[config.mk]
export PLATFORM = sky130hd
export DESIGN_NAME = mc_control
export DESIGN_NICKNAME = d
export VERILOG_FILES = /design/src/rtl/mc_control.sv
export SDC_FILE = /design/constraint.sdc
export NUM_CORES = 1
export LEC_CHECK = 0
export BUFFER_PORTS_ARGS = -buffer_cell sky130_fd_sc_hd__buf_2
export CORE_MARGIN = 2
export CORE_UTILIZATION = 45
export DETAILED_ROUTE_END_ITERATION = 16
export HOLD_SLACK_MARGIN = 0.15
export PLACE_DENSITY = 0.75
export RECOVER_POWER = 25
export SLEW_MARGIN = 10
export SYNTH_ARGS = -nofsm -noshare
export SYNTH_HDL_FRONTEND = slang
export SYNTH_SLANG_ARGS = --single-unit
export TNS_END_PERCENT = 1
[constraint.sdc]
create_clock -name clk -period 1.69 [get_ports clk]
set_input_delay 0.0845 -clock clk [delete_from_list [all_inputs] [get_ports clk]]
set_output_delay 0.0845 -clock clk [all_outputs]
set_load 0.01 [all_outputs]
[src/rtl/mc_control.sv]
// Multi-cycle MIPS control unit: Moore FSM sequencing fetch, decode and execute
// phases, with retire pulse, illegal-opcode pulse and retired-instruction counter.
module mc_control #(
    parameter int CNT_W = 32
) (
    input  logic             clk,
    input  logic             rst_n,
    input  logic [5:0]       opcode,
    input  logic             alu_zero,
    input  logic             mem_ready,
    output logic             pc_en,
    output logic             IorD,
    output logic             MemRd,
    output logic             MemWr,
    output logic             IRWrite,
    output logic             RegDst,
    output logic             MemtoReg,
    output logic             RegWr,
    output logic             ALUSrcA,
    output logic [1:0]       ALUSrcB,
    output logic [1:0]       ALUOp,
    output logic [1:0]       PCSource,
    output logic [3:0]       state_o,
    output logic             illegal_op,
    output logic             instr_done,
    output logic [CNT_W-1:0] instr_count
);

    localparam logic [3:0] S_FETCH  = 4'd0;
    localparam logic [3:0] S_DECODE = 4'd1;
    localparam logic [3:0] S_MEMADR = 4'd2;
    localparam logic [3:0] S_MEMRD  = 4'd3;
    localparam logic [3:0] S_MEMWB  = 4'd4;
    localparam logic [3:0] S_MEMWR  = 4'd5;
    localparam logic [3:0] S_EXEC   = 4'd6;
    localparam logic [3:0] S_RWB    = 4'd7;
    localparam logic [3:0] S_BRANCH = 4'd8;
    localparam logic [3:0] S_JUMP   = 4'd9;
    localparam logic [3:0] S_ADDIEX = 4'd10;
    localparam logic [3:0] S_ADDIWB = 4'd11;

    localparam logic [5:0] OP_RTYPE = 6'b000000;
    localparam logic [5:0] OP_LW    = 6'b100011;
    localparam logic [5:0] OP_SW    = 6'b101011;
    localparam logic [5:0] OP_BEQ   = 6'b000100;
    localparam logic [5:0] OP_J     = 6'b000010;
    localparam logic [5:0] OP_ADDI  = 6'b001000;

    logic [3:0] state;
    logic [3:0] next_state;
    logic       pc_write;
    logic       pc_write_cond;
    logic       decode_bad;

    assign state_o    = state;
    assign decode_bad = (state == S_DECODE) &&
                        !((opcode == OP_LW)  || (opcode == OP_SW)  ||
                          (opcode == OP_RTYPE) || (opcode == OP_BEQ) ||
                          (opcode == OP_J)   || (opcode == OP_ADDI));

    // Encodings 12-15 and any unlisted case fall back to FETCH.
    always_comb begin
        next_state = S_FETCH;
        case (state)
            S_FETCH:  next_state = mem_ready ? S_DECODE : S_FETCH;
            S_DECODE: begin
                case (opcode)
                    OP_LW, OP_SW: next_state = S_MEMADR;
                    OP_RTYPE:     next_state = S_EXEC;
                    OP_BEQ:       next_state = S_BRANCH;
                    OP_J:         next_state = S_JUMP;
                    OP_ADDI:      next_state = S_ADDIEX;
                    default:      next_state = S_FETCH;
                endcase
            end
            S_MEMADR: next_state = (opcode == OP_SW) ? S_MEMWR : S_MEMRD;
            S_MEMRD:  next_state = mem_ready ? S_MEMWB : S_MEMRD;
            S_MEMWB:  next_state = S_FETCH;
            S_MEMWR:  next_state = mem_ready ? S_FETCH : S_MEMWR;
            S_EXEC:   next_state = S_RWB;
            S_RWB:    next_state = S_FETCH;
            S_BRANCH: next_state = S_FETCH;
            S_JUMP:   next_state = S_FETCH;
            S_ADDIEX: next_state = S_ADDIWB;
            S_ADDIWB: next_state = S_FETCH;
            default:  next_state = S_FETCH;
        endcase
    end

    // Everything defaults low so each state only names the strobes it raises.
    always_comb begin
        IorD          = 1'b0;
        MemRd         = 1'b0;
        MemWr         = 1'b0;
        IRWrite       = 1'b0;
        RegDst        = 1'b0;
        MemtoReg      = 1'b0;
        RegWr         = 1'b0;
        ALUSrcA       = 1'b0;
        ALUSrcB       = 2'b00;
        ALUOp         = 2'b00;
        PCSource      = 2'b00;
        pc_write      = 1'b0;
        pc_write_cond = 1'b0;
        instr_done    = 1'b0;
        case (state)
            S_FETCH: begin
                MemRd    = 1'b1;
                ALUSrcB  = 2'b01;
                IRWrite  = mem_ready;
                pc_write = mem_ready;
            end
            S_DECODE: begin
                ALUSrcB = 2'b11;
            end
            S_MEMADR: begin
                ALUSrcA = 1'b1;
                ALUSrcB = 2'b10;
            end
            S_MEMRD: begin
                MemRd = 1'b1;
                IorD  = 1'b1;
            end
            S_MEMWB: begin
                RegWr      = 1'b1;
                MemtoReg   = 1'b1;
                instr_done = 1'b1;
            end
            S_MEMWR: begin
                MemWr      = 1'b1;
                IorD       = 1'b1;
                instr_done = mem_ready;
            end
            S_EXEC: begin
                ALUSrcA = 1'b1;
                ALUOp   = 2'b10;
            end
            S_RWB: begin
                RegWr      = 1'b1;
                RegDst     = 1'b1;
                instr_done = 1'b1;
            end
            S_BRANCH: begin
                ALUSrcA       = 1'b1;
                ALUOp         = 2'b01;
                PCSource      = 2'b01;
                pc_write_cond = 1'b1;
                instr_done    = 1'b1;
            end
            S_JUMP: begin
                PCSource   = 2'b10;
                pc_write   = 1'b1;
                instr_done = 1'b1;
            end
            S_ADDIEX: begin
                ALUSrcA = 1'b1;
                ALUSrcB = 2'b10;
            end
            S_ADDIWB: begin
                RegWr      = 1'b1;
                instr_done = 1'b1;
            end
            default: begin
                instr_done = 1'b0;
            end
        endcase
    end

    assign pc_en = pc_write | (pc_write_cond & alu_zero);

    // illegal_op is registered so it pulses in the FETCH cycle after the bad DECODE.
    always_ff @(posedge clk or negedge rst_n) begin
        if (!rst_n) begin
            state       <= S_FETCH;
            illegal_op  <= 1'b0;
            instr_count <= '0;
        end else begin
            state      <= next_state;
            illegal_op <= decode_bad;
            if (instr_done) begin
                instr_count <= instr_count + CNT_W'(1);
            end
        end
    end

endmodule

==> flow_metrics.env, run 1 <==
export IMPL_outcome="complete, no violations"
export IMPL_finalCriticalPeriod_ns=1.63
export IMPL_grt_start_max_net_pins=38
export IMPL_hp_start="opcode[3]"
export IMPL_worstSkewPairLatency_ns=0.29
export IMPL_postSynth_asyncResetShare_pct=100
export IMPL_timing_slew_headroom_pct=47.3
export IMPL_syn_nets=238
export IMPL_total_number_of_clock_tree_sinks=37
export IMPL_skew_ns=0.00668
export IMPL_layout_cell_share_with_drive_strength_beyond_1_pct=22.7
export IMPL_final_max_slew_violation_count=0
export IMPL_number_of_max_capacitance_violations_reported=0
export IMPL_cp_end_kind="flip-flop"
export IMPL_place_ws_ns=0.102
export IMPL_timing_critical_path_required_ns=1.86
export IMPL_initial_utilization_pct=46.8
export IMPL_first_global_vias=1792
export IMPL_power_combinational_fraction_pct=38.9
export IMPL_cts_clk_slew_worst_paths_ns=0.07
export IMPL_timing_critical_path_arrival_ns=1.80
export IMPL_number_of_standard_cells_in_the_final_layout_excluding_fillers=366
export IMPL_placed_cells_incl_taps=351
export IMPL_ant_nets=0
export IMPL_dieArea_um2=5490
export IMPL_power_share_sequential_pct=38.7
export IMPL_hold_path_class="input pin to flip-flop"
export IMPL_seq_area_frac_synth_pct=41.9
export IMPL_global_route_usage_total_pct=19.0
export IMPL_swShare_pct=35.6
export IMPL_muxShareOfSynthArea_pct=0
export IMPL_cells_after_synth=227
export IMPL_synth_ff_type="dfrtp_1"
export IMPL_simple_logic_cell_fraction_of_the_synthesized_area_pct=35.8
export IMPL_rsz0062_at_grt="yes"
export IMPL_synth_edff_count=0
export IMPL_yosys_area_top_type_share_pct=41.9
export IMPL_yosysMostFrequentCell="dfrtp_1"
export IMPL_num_rows=25
export IMPL_final_core_util_pct=58.0
export IMPL_first_pass_grt_wire_length_mm=8.14
export IMPL_synth_seq_cells=37
export IMPL_synth_area_leaders="dfrtp_1 (42%), xnor2_1 (8.3%), nand4_1 (5.1%)"
export IMPL_antenna_found_initial=0
export IMPL_detail_route_wirelength_mm=5.19
export IMPL_yosysWarnings=0
export IMPL_place_port_buffers=62
export IMPL_maxClockFrequency_mhz=613
export IMPL_power_density_nw_per_um2=1000
export IMPL_dpl_hpwl_mm=3.77
export IMPL_layout_worst_path_cycle_share_pct=96.6
export IMPL_synth_compound_area_share_pct=4.75
export IMPL_cellLeakagePower_nw=1.27
export IMPL_drt_wirelength_per_cell_um=14.2
export IMPL_gp_routability_congestion=0.842
export IMPL_placeableCoreArea_um2=4720
export IMPL_synth_top_area_cell="dfrtp_1"
export IMPL_worst_slew_pin_tran_ns=0.791
export IMPL_synth_area_in_adders_pct=1.02
export IMPL_largest_fanout_on_the_critical_path=6
export IMPL_netlist_cell_type_count=45
export IMPL_die_width_um=74.1
export IMPL_power_frac_clock_pct=22.4
export IMPL_internal_power_mw=1.77
export IMPL_vdd_ir_drop_worst_mv=0.582
export IMPL_grt_overflow=0
export IMPL_yosys_top_cells_count="dfrtp_1 (37), xnor2_1 (21), nand2_1 (20), nand4_1 (18), nor2_1 (18)"
export IMPL_syn_avg_cell_area_um2=9.74
export IMPL_cts_buffers=5
export IMPL_max_clock_path_buffers=2
export IMPL_final_net_count=310
export IMPL_remaining_drc_errors=0
export IMPL_drt_iter0_drc=135
export IMPL_htreeDepth=2
export IMPL_routed_via_count=2000
export IMPL_antenna_cells_inserted=0
export IMPL_hold_viol_final=0
export IMPL_cts_root_buffer_cell="clkbuf_8"
export IMPL_num_io_pins=63
export IMPL_start_kind="flip-flop"
export IMPL_worst_setup_path_type="flip-flop to flip-flop"
export IMPL_worst_r2r_startpoint="instr_count[3]$_DFFE_PN0P_"
export IMPL_timing_critical_path_from="instr_count[3]$_DFFE_PN0P_"
export IMPL_dominant_combinational_cell_family_by_area_after_synthesis="simple AND/OR/NAND/NOR gates"
export IMPL_final_setup_worst_slack_ns=0.0582
export IMPL_power_net_switching_mw=0.975
export IMPL_synth_xor_area_share_pct=13.1
export IMPL_synth_area_um2=2210
export IMPL_tritoncts="built"
export IMPL_post_drt_via_cell_ratio=5.46
export IMPL_setup_viol=0
export IMPL_floorplan_die_height_um=74.1
export IMPL_area_delta_synth_final_pct=24.0
export IMPL_drt_first_pass_iters=4
-- power by group through the flow --
| stage | combinational (mW) | sequential, mW | clock, mW |
|---|---|---|---|
| after floorplan | 0.618 | 1.11 | 0 |
| after global placement | 1.01 | 1.07 | 0 |
| after detailed placement | 1.02 | 1.07 | 0 |
| after CTS | 1.03 | 1.06 | 0.626 |
| after global routing | 1.18 | 1.07 | 0.662 |
| final | 1.07 | 1.06 | 0.614 |
-- layout by cell type, fill, tap and decap left out, types with 2 or more instances in the layout --
cell type	count
nand2_1	20
nand2b_2	2
o21a_1	2
nor4_2	3
buf_2	32
dlygate4sd3_1	3
inv_1	3
nor2_1	18
nand2b_1	2
dfrtp_1	37
clkbuf_1	31
buf_4	9
nor3_1	13
nand4_1	18
nand3_1	7
xnor2_1	21
nor4_4	3
nor4_1	4
and3_1	6
o21ai_0	7
nand4_4	2
and4_1	4
buf_6	4
and2_1	5
nor3b_1	4
a21oi_1	2
xor2_1	12
clkbuf_8	6
-- per-layer routing --
layer  share of wire (%)  global-route usage [%]  vias up
met5                   0                       0        -
met4                 1.8                    6.46        0
met3                 5.4                    5.96       10
met2                  49                    31.6       59
met1                  44                    23.4      967
li1                    -                       -      964
-- final cells by class --
| type | instances | area, µm² |
|---|---|---|
| tap | 67 | 83.8 |
| fill | 428 | 1980 |
| sequential | 37 | 926 |
| clock buffer | 7 | 86.3 |
| inverter | 3 | 11.3 |
| multi-input combinational | 174 | 1220 |
| timing repair buffer | 78 | 415 |
-- worst max-delay path, stage by stage, from the launching register on --
cell     delay, ns
dfrtp_1       0.45
nand3_2       0.21
nor4_1        0.52
nand4_1       0.19
xnor2_1       0.15
-- final timing paths --
| check | end | slack [ns] | cells after the start |
|---|---|---|---|
| min | state_o[1]$_DFF_PN0_ | 0.21 | 4 |
| min in group asynchronous | instr_count[24]$_DFFE_PN0P_ | 0.42 | 2 |
| max in group asynchronous | instr_count[5]$_DFFE_PN0P_ | 0.76 | 2 |
| max | instr_count[19]$_DFFE_PN0P_ | 0.06 | 4 |
| min reg2reg | instr_count[31]$_DFFE_PN0P_ | 0.46 | 1 |
| max reg2reg | instr_count[19]$_DFFE_PN0P_ | 0.06 | 4 |
-- flip-flops by register name, summed over array words and instances, names as in the netlist --
register and count:
state_o 4, instr_count 32, illegal_op 1
-- logic make-up after synthesis --
group,Yosys count
compound gates,16
xor+xnor,33
fa+ha+maj,2
simple gates,123
flops,37
buf+inv,16
-- repair_timing --
| action | 4_1_cts | 5_1_grt |
|---|---|---|
| setup buffers | 1 | 4 |
| pin swaps | 0 | 2 |
| hold buffers | 3 | 0 |
| resized for setup | 0 | 7 |
| endpoints found under the setup margin | 2 | 8 |
| endpoints found under the hold margin | 39 | 0 |
-- per-stage QoR --
| stage | power [mW] | cell area (µm²) | setup TNS (ns) | hold slack (ns) |
|---|---|---|---|---|
| 6_report | 2.74 | 2740 | 0 | 0.212 |
| 5_1_grt | 2.92 | 2740 | -0.0349 | 0.237 |
| 4_1_cts | 2.72 | 2720 | -0.00833 | 0.202 |
| 3_5_place_dp | 2.09 | 2600 | 0 | 0.216 |
| 3_3_place_gp | 2.08 | 2600 | 0 | 0.211 |
| 2_1_floorplan | 1.73 | 2210 | 0 | -0.211 |
Note: power is estimated with default switching activity, not from simulation.
==> inputs of run 2 (changes only) <==
- clock period: 1.69 -> 2 ns (I/O delays scaled with it)
==> flow_metrics.env, run 2 (synthesis gave the netlist of run 1 again) <==
export IMPL_finalCriticalPeriod_ns=1.76
export IMPL_timing_slew_headroom_pct=46.2
export IMPL_post_drt_via_cell_ratio=5.33
export IMPL_number_of_max_capacitance_violations_reported=0
export IMPL_grt_overflow=0
export IMPL_critical_path_buffer_and_inverter_count=3
export IMPL_final_setup_worst_slack_ns=0.236
export IMPL_detail_route_wirelength_mm=4.95
export IMPL_rsz0062_at_grt="no"
export IMPL_power_net_switching_mw=0.813
export IMPL_floorplan_die_height_um=74.1
export IMPL_flip_flop_count_of_the_largest_register_all_copies_and_words_added=32
export IMPL_num_io_pins=63
export IMPL_timing_critical_path_required_ns=1.90
export IMPL_area_delta_synth_final_pct=21.4
export IMPL_gp_routability_congestion=0.794
export IMPL_power_share_sequential_pct=40.5
export IMPL_vdd_ir_drop_worst_mv=0.643
export IMPL_power_combinational_fraction_pct=36.7
export IMPL_routed_via_count=1928
export IMPL_grt_start_max_net_pins=38
export IMPL_worst_setup_path_type="flip-flop to output pin"
export IMPL_worstSkewPairLatency_ns=0.29
export IMPL_global_route_usage_total_pct=18.8
export IMPL_total_number_of_clock_tree_sinks=37
export IMPL_num_rows=25
export IMPL_timing_critical_path_arrival_ns=1.66
export IMPL_htreeDepth=2
export IMPL_outcome="complete, no violations"
export IMPL_hold_path_class="input pin to flip-flop"
export IMPL_cts_root_buffer_cell="clkbuf_8"
export IMPL_largest_fanout_on_the_critical_path=20
export IMPL_internal_power_mw=1.46
export IMPL_remaining_drc_errors=0
export IMPL_top_register_by_number_of_flip_flops="instr_count"
export IMPL_start_kind="flip-flop"
export IMPL_power_frac_clock_pct=22.8
export IMPL_accumulated_negative_setup_slack_ns=0
export IMPL_place_ws_ns=0.263
export IMPL_worst_path_largest_cell_delay_ns=0.45
export IMPL_layout_common_cells="dfrtp_1 (37), clkbuf_1 (32), buf_2 (31)"
export IMPL_drt_wirelength_per_cell_um=13.7
export IMPL_ant_nets=0
export IMPL_worst_slew_pin_tran_ns=0.808
export IMPL_initial_utilization_pct=46.8
export IMPL_hold_viol_final=0
export IMPL_drt_iter0_drc=150
export IMPL_final_max_slew_violation_count=0
export IMPL_critical_path_slowest_cell="dfrtp_1"
export IMPL_maxClockFrequency_mhz=567
export IMPL_place_port_buffers=62
export IMPL_antenna_cells_inserted=0
export IMPL_swShare_pct=35.8
export IMPL_tritoncts="built"
export IMPL_cellLeakagePower_nw=1.25
export IMPL_first_global_vias=1658
export IMPL_cts_buffers=5
export IMPL_antenna_found_initial=0
export IMPL_dpl_hpwl_mm=3.56
export IMPL_timing_critical_path_cells="nand4bb_2 -> nand4_4 -> inv_1 -> buf_4 -> buf_2"
export IMPL_power_density_nw_per_um2=847
export IMPL_first_pass_grt_wire_length_mm=8.00
export IMPL_critical_path_top_delay_family="simple AND/OR/NAND/NOR gates"
export IMPL_drt_first_pass_iters=4
export IMPL_cp_end_kind="output pin"
export IMPL_final_net_count=306
export IMPL_skew_ns=0.00350
export IMPL_layout_worst_path_cycle_share_pct=88.2
export IMPL_cts_clk_slew_worst_paths_ns=0.07
export IMPL_layout_commonest_cell="dfrtp_1"
export IMPL_setup_viol=0
export IMPL_die_width_um=74.1
export IMPL_ctsResizeCount=0
export IMPL_placeableCoreArea_um2=4720
export IMPL_dieArea_um2=5490
export IMPL_layout_cell_share_with_drive_strength_beyond_1_pct=20.3
export IMPL_max_clock_path_buffers=2
==> run 2: cell types whose count changed in the layout (fill, tap and decap cells not counted) <==
cell,delta
nor4_1,+1
clkbuf_1,+1
nor4_2,-1
buf_6,-4
buf_2,-1
nand2b_1,+2
nand2b_2,-2
==> run 2: layout make-up <==
cell class	count	area (µm²)
clock buffers	7	86.3
fillers	419	2040
inverters	3	11.3
multi-input cells	174	1210
flip-flops and latches	37	926
well taps	67	83.8
repair buffers	74	369
==> run 2: metal layers <==
metal	GRT usage [%]	share of wire, %
met1	25.4	45
met2	29.1	49
met3	5.01	4.8
met4	6.46	1.3
met5	0	0
==> run 2: final timing paths <==
check                                            start                           to  slack, ns  cells after the start
max reg2reg                instr_count[12]$_DFFE_PN0P_  instr_count[27]$_DFFE_PN0P_       0.34                      4
max in group asynchronous                        rst_n         state_o[1]$_DFF_PN0_       1.05                      2
min in group asynchronous                        rst_n  instr_count[20]$_DFFE_PN0P_       0.44                      2
max                               state_o[1]$_DFF_PN0_                   instr_done       0.24                      5
min reg2reg                instr_count[31]$_DFFE_PN0P_  instr_count[31]$_DFFE_PN0P_       0.46                      1
min                                          opcode[3]         state_o[1]$_DFF_PN0_       0.25                      4
==> run 2: per-stage QoR <==
| stage | hold WS [ns] | instances | power (mW) | utilization, % | cell area, µm² |
|---|---|---|---|---|---|
| 2_1_floorplan | -0.196 | 227 | 1.46 | - | 2210 |
| 3_3_place_gp | 0.233 | 348 | 1.75 | 54.5 | 2580 |
| 3_5_place_dp | 0.238 | 348 | 1.75 | 54.5 | 2580 |
| 4_1_cts | 0.232 | 358 | 2.28 | 57.0 | 2690 |
| 5_1_grt | 0.284 | 362 | 2.42 | 56.8 | 2680 |
| 6_report | 0.252 | 362 | 2.27 | 56.8 | 2680 |
==> run 2: repair_timing <==
action / in CTS / in global routing
buffers inserted: 0 / 4
setup endpoints to repair: 0 / 1
hold endpoints to repair: 39 / 0
hold buffers: 3 / 0
==> run 2: power groups by stage <==
stage	combinational, mW	sequential [mW]	clock, mW
final	0.833	0.920	0.519
after detailed placement	0.817	0.931	0
after floorplan	0.522	0.941	0
after global routing	0.913	0.933	0.571
after CTS	0.824	0.917	0.540
after global placement	0.817	0.929	0
==> run 2: worst reg2reg max path: stages, from the launching register on <==
cell	delay (ns)
dfrtp_1	0.47
nand4_1	0.23
nor4_1	0.51
nand4_1	0.19
xnor2_1	0.15
==> inputs of run 3 (changes only) <==
==> constraint.sdc (replaced) <==
create_clock -name clk -period 2 [get_ports clk]
set_input_delay 0.2 -clock clk [delete_from_list [all_inputs] [get_ports clk]]
set_output_delay 0.2 -clock clk [all_outputs]
set_load 0.01 [all_outputs]
==> flow_metrics.env, run 3 (synthesis gave the netlist of run 1 again) <==
export IMPL_outcome="complete, no violations"
export IMPL_place_ws_ns=0.278
export IMPL_grt_start_max_net_pins=38
export IMPL_layout_common_cells="dfrtp_1 (36), buf_2 (32), clkbuf_1 (30)"
export IMPL_dieArea_um2=5490
export IMPL_hold_viol_final=0
export IMPL_drt_iter0_drc=71
export IMPL_drt_first_pass_iters=4
export IMPL_final_setup_worst_slack_ns=0.188
export IMPL_place_port_buffers=62
export IMPL_flip_flop_count_of_the_largest_register_all_copies_and_words_added=32
export IMPL_area_delta_synth_final_pct=22.0
export IMPL_worst_r2r_startpoint="instr_count[12]$_DFFE_PN0P_"
export IMPL_antenna_cells_inserted=0
export IMPL_num_io_pins=63
export IMPL_cts_clk_slew_worst_paths_ns=0.07
export IMPL_swShare_pct=35.6
export IMPL_cts_buffers=5
export IMPL_timing_critical_path_from="state_o[2]$_DFF_PN0_"
export IMPL_timing_slew_headroom_pct=45.4
export IMPL_final_max_slew_violation_count=0
export IMPL_power_frac_clock_pct=24.7
export IMPL_gp_routability_congestion=0.850
export IMPL_first_pass_grt_wire_length_mm=7.90
export IMPL_power_combinational_fraction_pct=36.7
export IMPL_timing_critical_path_cells="buf_4 -> nand2b_1 -> nor3_1 -> or2_2 -> buf_2"
export IMPL_placeableCoreArea_um2=4720
export IMPL_power_share_sequential_pct=38.6
export IMPL_r2r_worst_path_cells=4
export IMPL_setup_viol=0
export IMPL_power_density_nw_per_um2=872
export IMPL_internal_power_mw=1.51
export IMPL_total_number_of_clock_tree_sinks=37
export IMPL_largest_fanout_on_the_critical_path=13
export IMPL_number_of_standard_cells_in_the_final_layout_excluding_fillers=363
export IMPL_detail_route_wirelength_mm=5.02
export IMPL_cp_end_kind="output pin"
export IMPL_die_width_um=74.1
export IMPL_drt_wirelength_per_cell_um=13.8
export IMPL_tritoncts="built"
export IMPL_layout_commonest_cell="dfrtp_1"
export IMPL_post_drt_via_cell_ratio=5.34
export IMPL_num_rows=25
export IMPL_first_global_vias=1682
export IMPL_reg2reg_to="instr_count[27]$_DFFE_PN0P_"
export IMPL_cellLeakagePower_nw=1.26
export IMPL_antenna_found_initial=0
export IMPL_htreeDepth=2
export IMPL_routed_via_count=1938
export IMPL_dpl_hpwl_mm=3.63
export IMPL_ff2ff_setup_slack_ns=0.33
export IMPL_detailed_place_area_um2=2580
export IMPL_worstSkewPairLatency_ns=0.30
export IMPL_final_net_count=306
export IMPL_cts_root_buffer_cell="clkbuf_8"
export IMPL_rsz0062_at_grt="no"
export IMPL_max_clock_path_buffers=2
export IMPL_number_of_max_capacitance_violations_reported=0
export IMPL_timing_critical_path_to="RegWr"
export IMPL_vdd_ir_drop_worst_mv=0.585
export IMPL_timing_critical_path_required_ns=1.80
export IMPL_worst_setup_path_type="flip-flop to output pin"
export IMPL_worst_slew_pin_tran_ns=0.819
export IMPL_post_route_design_area_um2=2700
export IMPL_top_register_by_number_of_flip_flops="instr_count"
export IMPL_finalCriticalPeriod_ns=1.81
export IMPL_layout_cell_share_with_drive_strength_beyond_1_pct=22.3
export IMPL_skew_ns=0.00652
export IMPL_remaining_drc_errors=0
export IMPL_critical_path_slowest_cell="dfrtp_2"
export IMPL_start_kind="flip-flop"
export IMPL_maxClockFrequency_mhz=552
export IMPL_grt_overflow=0
export IMPL_ant_nets=0
export IMPL_initial_utilization_pct=46.8
export IMPL_hold_path_class="input pin to flip-flop"
export IMPL_global_route_usage_total_pct=18.9
export IMPL_layout_worst_path_cycle_share_pct=90.6
export IMPL_worst_path_largest_cell_delay_ns=0.46
export IMPL_power_net_switching_mw=0.836
export IMPL_placed_cells_incl_taps=349
export IMPL_accumulated_negative_setup_slack_ns=0
export IMPL_floorplan_die_height_um=74.1
export IMPL_timing_critical_path_arrival_ns=1.61
-- run 3: cell count changes in the layout (fill, tap and decap cells not counted), sizes merged --
cell	delta
buf	+3
dlygate4sd3	-2
clkbuf	-1
clkinv	+1
-- run 3: worst max-delay path: cells and delay by family (launching register included) --
kind / cells / cell delay, ns
simple gates: 3 / 0.53
buf+inv: 2 / 0.34
flops: 1 / 0.46
-- run 3: power by group through the flow --
stage / Sequential, mW / Clock, mW / Combinational, mW
6_report: 0.908 / 0.580 / 0.863
4_1_cts: 0.905 / 0.597 / 0.850
3_3_place_gp: 0.914 / 0 / 0.845
3_5_place_dp: 0.919 / 0 / 0.845
5_1_grt: 0.918 / 0.632 / 0.952
2_1_floorplan: 0.941 / 0 / 0.522
-- run 3: worst min-delay path by stage --
stage,end,start,cells after the start
2_1_floorplan,illegal_op$_DFF_PN0_,rst_n,0
3_3_place_gp,instr_count[18]$_DFFE_PN0P_,rst_n,1
3_5_place_dp,instr_count[20]$_DFFE_PN0P_,rst_n,1
4_1_cts,state_o[0]$_DFF_PN0_,opcode[1],2
5_1_grt,state_o[0]$_DFF_PN0_,opcode[1],2
6_report,state_o[0]$_DFF_PN0_,opcode[1],2
-- run 3: final cells by class --
| class | instances | area, µm² |
|---|---|---|
| multi-input combinational | 174 | 1210 |
| fill | 443 | 2030 |
| inverter | 3 | 11.3 |
| clock inverter | 1 | 5.00 |
| timing repair buffer | 74 | 365 |
| sequential | 37 | 927 |
| clock buffer | 7 | 96.3 |
| tap | 67 | 83.8 |
-- run 3: per-stage QoR --
step	power (mW)	hold slack [ns]	utilization, %
after floorplan	1.46	-0.0956	-
after global placement	1.76	0.329	54.7
after detailed placement	1.76	0.341	54.7
after CTS	2.35	0.228	57.1
after global routing	2.50	0.240	57.1
final	2.35	0.233	57.1
-- run 3: what timing repair did --
action,CTS,global route
hold buffers,1,0
buffers inserted,0,5
endpoints found under the setup margin,0,1
hold endpoints to repair,37,0
resized for setup,0,1
-- run 3: metal layers --
metal / global-route usage (%) / wire [µm]
met5: 0 / 0
met2: 30.5 / 2460
met1: 23.0 / 2200
met3: 5.83 / 248
met4: 9.09 / 108
